`config.mk`:
```
export PLATFORM = sky130hd
export DESIGN_NAME = inst_fetch
export DESIGN_NICKNAME = d
export VERILOG_FILES = /design/src/rtl/inst_fetch_pkg.sv /design/src/rtl/fetch_fifo.sv /design/src/rtl/inst_fetch.sv
export SDC_FILE = /design/constraint.sdc
export NUM_CORES = 1
export LEC_CHECK = 0
export BUFFER_PORTS_ARGS = -buffer_cell sky130_fd_sc_hd__buf_2
export CAP_MARGIN = 10
export CORE_ASPECT_RATIO = 0.8
export CORE_MARGIN = 1.5
export CORE_UTILIZATION = 54
export CTS_CLUSTER_DIAMETER = 200
export DETAILED_ROUTE_END_ITERATION = 7
export PLACE_DENSITY = 0.85
export RECOVER_POWER = 50
export SLEW_MARGIN = 20
export SYNTH_ARGS = -nofsm -noshare
export SYNTH_HDL_FRONTEND = slang
export SYNTH_SLANG_ARGS = --single-unit
```
`constraint.sdc`:
```
create_clock -name clk -period 2.08 [get_ports clk]
set_input_delay 0.208 -clock clk [delete_from_list [all_inputs] [get_ports clk]]
set_output_delay 0.208 -clock clk [all_outputs]
set_load 0.02 [all_outputs]
```
`src/rtl/inst_fetch_pkg.sv`:
```
// Shared fetch-stage definitions: bus widths, ROM enable levels and the FIFO entry layout.
package inst_fetch_pkg;

  localparam int unsigned InstAddrBus    = 32;
  localparam int unsigned InstBus        = 32;
  localparam int unsigned InstFetchDepth = 2;

  localparam logic [InstBus-1:0] ZeroWord    = '0;
  localparam logic               ChipEnable  = 1'b1;
  localparam logic               ChipDisable = 1'b0;

  typedef struct packed {
    logic [InstAddrBus-1:0] pc;
    logic [InstBus-1:0]     inst;
  } fetch_entry_t;

  function automatic logic [InstAddrBus-1:0] word_align(input logic [InstAddrBus-1:0] a);
    return a & {{(InstAddrBus-2){1'b1}}, 2'b00};
  endfunction

endpackage

```
`src/rtl/fetch_fifo.sv`:
```
// Small synchronous FIFO between ROM capture and decode; flush dominates push/pop.
module fetch_fifo #(
  parameter int unsigned WIDTH = 64,
  parameter int unsigned DEPTH = 2,
  localparam int unsigned PW = $clog2(DEPTH),
  localparam int unsigned CW = PW + 1
) (
  input  logic             clk,
  input  logic             rst_n,
  input  logic             push,
  input  logic             pop,
  input  logic             flush,
  input  logic [WIDTH-1:0] din,
  output logic [WIDTH-1:0] dout,
  output logic [CW-1:0]    count
);

  logic [DEPTH-1:0][WIDTH-1:0] mem_q, mem_d;
  logic [PW-1:0]               wr_ptr_q, wr_ptr_d;
  logic [PW-1:0]               rd_ptr_q, rd_ptr_d;
  logic [CW-1:0]               count_q, count_d;

  always_comb begin
    mem_d    = mem_q;
    wr_ptr_d = wr_ptr_q;
    rd_ptr_d = rd_ptr_q;
    count_d  = count_q;
    if (flush) begin
      wr_ptr_d = '0;
      rd_ptr_d = '0;
      count_d  = '0;
    end else begin
      // Push while full overwrites the head slot, which is being popped this cycle.
      if (push) begin
        mem_d[wr_ptr_q] = din;
        wr_ptr_d        = wr_ptr_q + 1'b1;
      end
      if (pop) begin
        rd_ptr_d = rd_ptr_q + 1'b1;
      end
      case ({push, pop})
        2'b10:   count_d = count_q + 1'b1;
        2'b01:   count_d = count_q - 1'b1;
        default: count_d = count_q;
      endcase
    end
  end

  always_ff @(posedge clk or negedge rst_n) begin
    if (!rst_n) begin
      mem_q    <= '0;
      wr_ptr_q <= '0;
      rd_ptr_q <= '0;
      count_q  <= '0;
    end else begin
      mem_q    <= mem_d;
      wr_ptr_q <= wr_ptr_d;
      rd_ptr_q <= rd_ptr_d;
      count_q  <= count_d;
    end
  end

  assign dout  = mem_q[rd_ptr_q];
  assign count = count_q;

endmodule

```
`src/rtl/inst_fetch.sv`:
```
// Fetch initiator: owns the PC, drives the ROM read port and queues {pc, inst} toward decode.
module inst_fetch
  import inst_fetch_pkg::*;
#(
  parameter logic [InstAddrBus-1:0] RESET_PC = 32'h0000_0000,
  parameter int unsigned            DEPTH    = InstFetchDepth
) (
  input  logic                   clk,
  input  logic                   rst_n,
  output logic                   rom_ce,
  output logic [InstAddrBus-1:0] rom_addr,
  input  logic [InstBus-1:0]     rom_inst,
  input  logic                   redirect_valid,
  input  logic [InstAddrBus-1:0] redirect_pc,
  output logic                   id_valid,
  input  logic                   id_ready,
  output logic [InstAddrBus-1:0] id_pc,
  output logic [InstBus-1:0]     id_inst
);

  localparam int unsigned CW = $clog2(DEPTH) + 1;

  logic                   en_q, en_d;
  logic [InstAddrBus-1:0] pc_q, pc_d;
  logic [CW-1:0]          count;
  logic                   pop, fire, flush;
  fetch_entry_t           push_entry, head;

  assign id_valid = (count != '0);
  assign pop      = id_valid & id_ready;

  always_comb begin
    flush = en_q & redirect_valid;
    fire  = en_q & ~redirect_valid & ((count < CW'(DEPTH)) | pop);
    en_d  = 1'b1;
    pc_d  = pc_q;
    if (flush) begin
      pc_d = word_align(redirect_pc);
    end else if (fire) begin
      pc_d = pc_q + 32'd4;
    end
  end

  always_ff @(posedge clk or negedge rst_n) begin
    if (!rst_n) begin
      en_q <= 1'b0;
      pc_q <= RESET_PC;
    end else begin
      en_q <= en_d;
      pc_q <= pc_d;
    end
  end

  assign push_entry = '{pc: pc_q, inst: rom_inst};

  // A pop in a redirect cycle is accepted by decode but discarded by the flush.
  fetch_fifo #(
    .WIDTH ($bits(fetch_entry_t)),
    .DEPTH (DEPTH)
  ) u_fifo (
    .clk   (clk),
    .rst_n (rst_n),
    .push  (fire),
    .pop   (pop),
    .flush (flush),
    .din   (push_entry),
    .dout  (head),
    .count (count)
  );

  assign rom_ce   = fire ? ChipEnable : ChipDisable;
  assign rom_addr = pc_q;
  assign id_pc    = head.pc;
  assign id_inst  = head.inst;

endmodule

```
# Word-level counts from Yosys, hierarchy flattened
# Cells that the tools add are included.
# word_totals
register_bits,165
output_inout_bits,98
# op_classes
addsub,5
magnitude_cmp,4
eq_ne,2
n_mux,14
bitwise,7
reduce_logical,6
# ops
cell,count
$mux 64,3
$bwmux 128,1
$demux 64 s1,1
$mux 32,2
$add 32x3->32 const B,1
$reduce_bool 2->1,3
$mux 1,5
$and 1x1->1,4
$lt 1x2->1 const B,2
$pmux 2 s2,1
$reduce_bool 3->1,1
$add 1x1->1 const B,2
$add 2x1->2 const B,1
$eq 2x1->1 const B,1
$eq 2x2->1 const B,1
$lt 2x2->1 const B,1
$mux 2,1
$not 1->1,2
$reduce_and 2->1,1
$sub 2x1->2 const B,1
$ge 1x1->1 const B,1
$logic_and 1x1->1,1
$or 1x1->1,1

# Longest topological paths before layout
# logic_depth
ltp_word,7
depth_mapped,6
mapped_depth_nobuf,6

# Modules after synthesis
# A second synthesis with hierarchy kept.
# hier_totals
cells_unflattened,602
area_unflattened_um2,8121.5
# modules_own_cells
module,n_inst,cells_each,area_per_inst_um2,seq_area_each_um2
fetch_fifo,1,359,6033.3,3303.2
inst_fetch,1,243,2088.3,775.7

# Least setup slack after synthesis
# No wires, ideal clock.
# synth_path
kind,reg-to-reg
startpoint,"register pc_q[2], in the netlist rom_addr[2]"
endpoint,"register pc_q[28], in the netlist rom_addr[28]"
arrival_time_ps,1943
t_required_ps,1998
slack_ps,55
path_stages_with_launch,7
n_path_buf,0
synth_period_minus_slack_ps,2025
path_cell_list,dfrtp_1 ha_1 nand2_1 nor4_4 nand3_2 or3_1 a31oi_1
# synth_between
elab_chain_cells,3
# synth_lines
element,line_no,rtl
start: declaration,inst_fetch.sv:24,"logic [InstAddrBus-1:0] pc_q, pc_d;"
start signal: assignment,inst_fetch.sv:50,pc_q <= pc_d;
$add 32x3->32,inst_fetch.sv:40,pc_d = pc_q + 32'd4;
$mux 32,inst_fetch.sv:39,end else if (fire) begin
$mux 32,inst_fetch.sv:37,if (flush) begin
# No other way between the ends. The select of a mux whose other input is x is not followed.
# A chain may end at the register's enable or synchronous reset.

# Worst setup path in the final report
# layout_path
startpoint,register en_q
endpoint,register u_fifo.mem_q[82] (netlist name)
# layout_between
elab_chain_cells,3
word_cells_on_any_way,5
cone_classes,4 x bitwise; 1 x reduce/logical
# layout_lines
element,line_no,rtl
start: declaration,inst_fetch.sv:23,"logic en_q, en_d;"
start signal: assignment,inst_fetch.sv:49,en_q <= en_d;
$and 1x1->1 (on tied branches),"inst_fetch.sv:34, inst_fetch.sv:33",
$and 1x1->1 or $not 1->1 (tied branches),-,
$reduce_and 2->1 (no source line) *,-,
end signal: assignment,fetch_fifo.sv:56,mem_q <= mem_d;
end: declaration,fetch_fifo.sv:18,"logic [DEPTH-1:0][WIDTH-1:0] mem_q, mem_d;"
# Every way passes the cells marked *; elsewhere a longest branch is shown, timed or not.

==> impl_results.md <==
* Outcome: finished clean
* H-tree depth at 4
* Hpwl dp at 11300 µm
* Avg Inst Size Synth at 13.1 µm²
* Clock skew at about 0.0074 ns
* Netlist cell types at 44
* Post-synthesis xor/xnor area fraction at 2.06%
* Initial DRT Pass Iterations at 4
* Layout cells sized above 1 at 49.5%
* Synthesized area at ~7200 µm²
* Post-synth top flop: dfrtp_1
* Worst skew pair latency at roughly 0.42 ns
* Hold Crit Depth at 3
* DP Worst Slack at between 0.1 and 0.15 ns
* Slew @ Worst Pin at about 0.93 ns
* Mapped Cells at 551
* DRT iter0 DRCs at a little under 200
* Core area at 13000 µm²
* Reg2reg start: en_q
* Post-route ant nets at 0
* PwrDens at 1350 nW/µm²
* GRT Total Usage at 24.9%
* Worst-path clk slew at 0.06 ns
* Critical Path Start: en_q
* Reg2reg path depth at 6
* Maximum clock path buffer count at 2
* Reg-to-reg endpoint: u_fifo.mem_q[82]
* CP Capture Type: flip-flop
* First-pass GRT wire length at roughly 27000 µm
* CP Class: reg -> reg
* # DRC at 0
* Final-stage net count at 794
* Post-synthesis mux area share at 29.1%
* Inserted Diodes at 0
* Area occupied by registers at between 3000 and 4000 µm²
* Tmin final at between 1.5 and 2 ns
* Hold Vio Cnt, Final at 0
* Crit share post-route at 91.4%
* Hold endpoint: rom_addr[29]
* Fin worst setup slack at 0.178 ns
* Slew Viols, Final at 0
* Congestion Overflow GR at 0
* Root Buffer: clkbuf_16
* Worst Path Required at approximately 2.4 ns
* Synth Area in Adders at 0.173%
* #FFs+latches synth at 159
* Reg-to-reg setup timing slack at 0.18 ns
* RSZ-0062 raised after global routing: no
* MaxCap Viol Count at 0
* Post-synthesis compound-gate area fraction at 3.75%
* Largest net degree at the start of global routing at 69
* Async SR Flop Fraction at 100%
* Hold Crit Start: redirect_pc[29]
* Die W at 132 µm
* Synth Warn # at 0
* Initial Util at between 50% and 60%
* WL final at ~16000 µm
* WP data arrival at 2.20 ns
* Total negative setup slack at 0 ns
* Largest family of logic cells by synthesized area: multiplexers
* Clock sink count at 159
* Simple-Gate Fraction of Synth Area at 7.54%
* Worst Hold Class: in -> reg
* Footprint of the multi-input gates at 3120 µm²
* Filler cell count at 938
* DR vias/cell at 5.58
* Sequential element share of the synthesized area at 55.0%
* Final setup fails at 0
* Highest ir drop seen on vdd at ~0.76 mV
* Via count at 5092
* Placer Congestion at about 0.8
* Initial antenna violation count at 0
* Total die area at 14100 µm²
* Setup crit start kind: flip-flop
* Vias in the first global route at approximately 5400
* CTS tree: done
* Core Rows at 37
* Maximum clock rate at 0.526 GHz
* I/O pin count at roughly 170
* IO buf count at 159
* Area grow syn2layout at 23.5%
* Total CTS buffers at 17
* Die height at 107 µm
* Pleak at 3.96 nW
* Max transition margin at roughly two fifths
* Avg WL per Cell at 18.1 µm
* Post-synth EDFFs at 0
* Peak fanout along the critical path at 49
sequential cells by signal, indices dropped and copies added, names as in the netlist:
signal and count:
en_q 1, u_fifo.wr_ptr_q 1, u_fifo.count 2, rom_addr 30, u_fifo.mem_q 124, u_fifo.rd_ptr_q 1
worst max-delay path: stages, from the launching register on:
cell     delay (ns)
dfrtp_1        0.44
and2b_1        0.25
o21ai_4        0.16
inv_2          0.12
nand2_2        0.12
buf_12         0.29
mux2_2         0.39
power breakdown:
group / internal (mW) / switching [mW]
logic: 2.06 / 2.26
clock network: 1.85 / 1.18
registers: 4.12 / 0.622
total: 8.03 / 4.06
cell type report:
type                            count  share of cell area [%]
Clock buffer                       21                    5.27
Clock inverter                     11                    1.27
Inverter                            3                   0.126
Multi-Input combinational cell    360                    34.9
Sequential cell                   159                    44.6
Tap cell                          175                    2.45
Timing Repair Buffer              184                    11.4
layout by cell type, fill, tap and decap left out, types with 3 or more instances in the layout:
cell type        n
dfrtp_1        158
a211oi_1         3
clkinv_2         6
mux2_1          12
nor2_1          22
a21oi_1          5
nand4_1         12
dlygate4sd3_1    6
mux2_2         174
clkbuf_8         3
nand2_1         31
clkbuf_1        32
nor3_1           6
nand3_1         12
o22ai_1          3
conb_1           5
o21ai_0         14
o21ai_1          7
buf_12           4
clkbuf_16       17
and3_1           5
buf_2          127
xor2_1          15
a31oi_1          4
buf_4           13
or3_1            4
Yosys cell counts (2+ instances only):
cell type    n  area share, %
nand2_1     32            1.7
o21ai_0     13           0.90
inv_1        2           0.10
a21oi_1      5           0.35
o211ai_1     2           0.21
nor4_4       2           0.59
nor3_1       6           0.42
clkbuf_1     9           0.47
nor2_1      22            1.1
mux2_1      12            1.9
xnor2_1      2           0.24
o21ai_1      8           0.55
buf_4        4           0.42
o22ai_1      3           0.26
or3_1        4           0.35
buf_1        6           0.31
and3_1       5           0.43
a31oi_1      4           0.35
nand3_1     12           0.83
xor2_1      15            1.8
a22oi_1      2           0.21
a211oi_1     3           0.31
mux2_2     174             27
conb_1       2           0.10
nand4_1     12            1.0
nand3_2      2           0.28
buf_2       13           0.90
dfrtp_1    159             55
routing by layer:
| layer | track usage, % | up-vias | part of all wire, % |
|---|---|---|---|
| met4 | 7.61 | 0 | 1.7 |
| met1 | 31.8 | 2594 | 43 |
| li1 | - | 2320 | - |
| met2 | 41.4 | 150 | 50 |
| met3 | 7.30 | 28 | 5.4 |
| met5 | 0 | - | 0 |
per-stage QoR:
stage	cell area (µm²)	util, %	hold slack, ns	cells	total power, mW
final	8930	68.9	0.0156	913	12.1
after CTS	8990	69.4	0.0000627	913	12.2
after global routing	8930	68.9	0.00617	913	12.7
after global placement	8350	64.4	0.0799	875	8.87
after floorplan	7240	-	-0.0876	554	7.70
after detailed placement	8350	64.4	0.0885	875	9.12
timing repair:
item                                    CTS  global route
gates resized for setup                   0             1
endpoints found under the setup margin    0            49
endpoints found under the hold margin    29             0
hold buffers                              6             0
buffers inserted                          0             0
kinds of logic after synthesis:
group	after synthesis
flip-flops	159
adder cells (fa/ha/maj)	1
AO/OA/AOI/OAI	45
AND/OR/NAND/NOR	105
other	2
multiplexers	187
buffers and inverters	35
XOR/XNOR	17
worst max-delay path by stage:
stage                             endpoint  slack, ns  depth (start not counted)
after CTS                 u_fifo.mem_q[82]       0.10                          6
after floorplan               rom_addr[28]       0.06                          6
after detailed placement  u_fifo.mem_q[82]       0.12                          6
after global routing          rom_addr[28]       0.02                          5
final                     u_fifo.mem_q[82]       0.18                          6
after global placement    u_fifo.mem_q[72]       0.20                          6
Power figures use the tool's default switching activity.
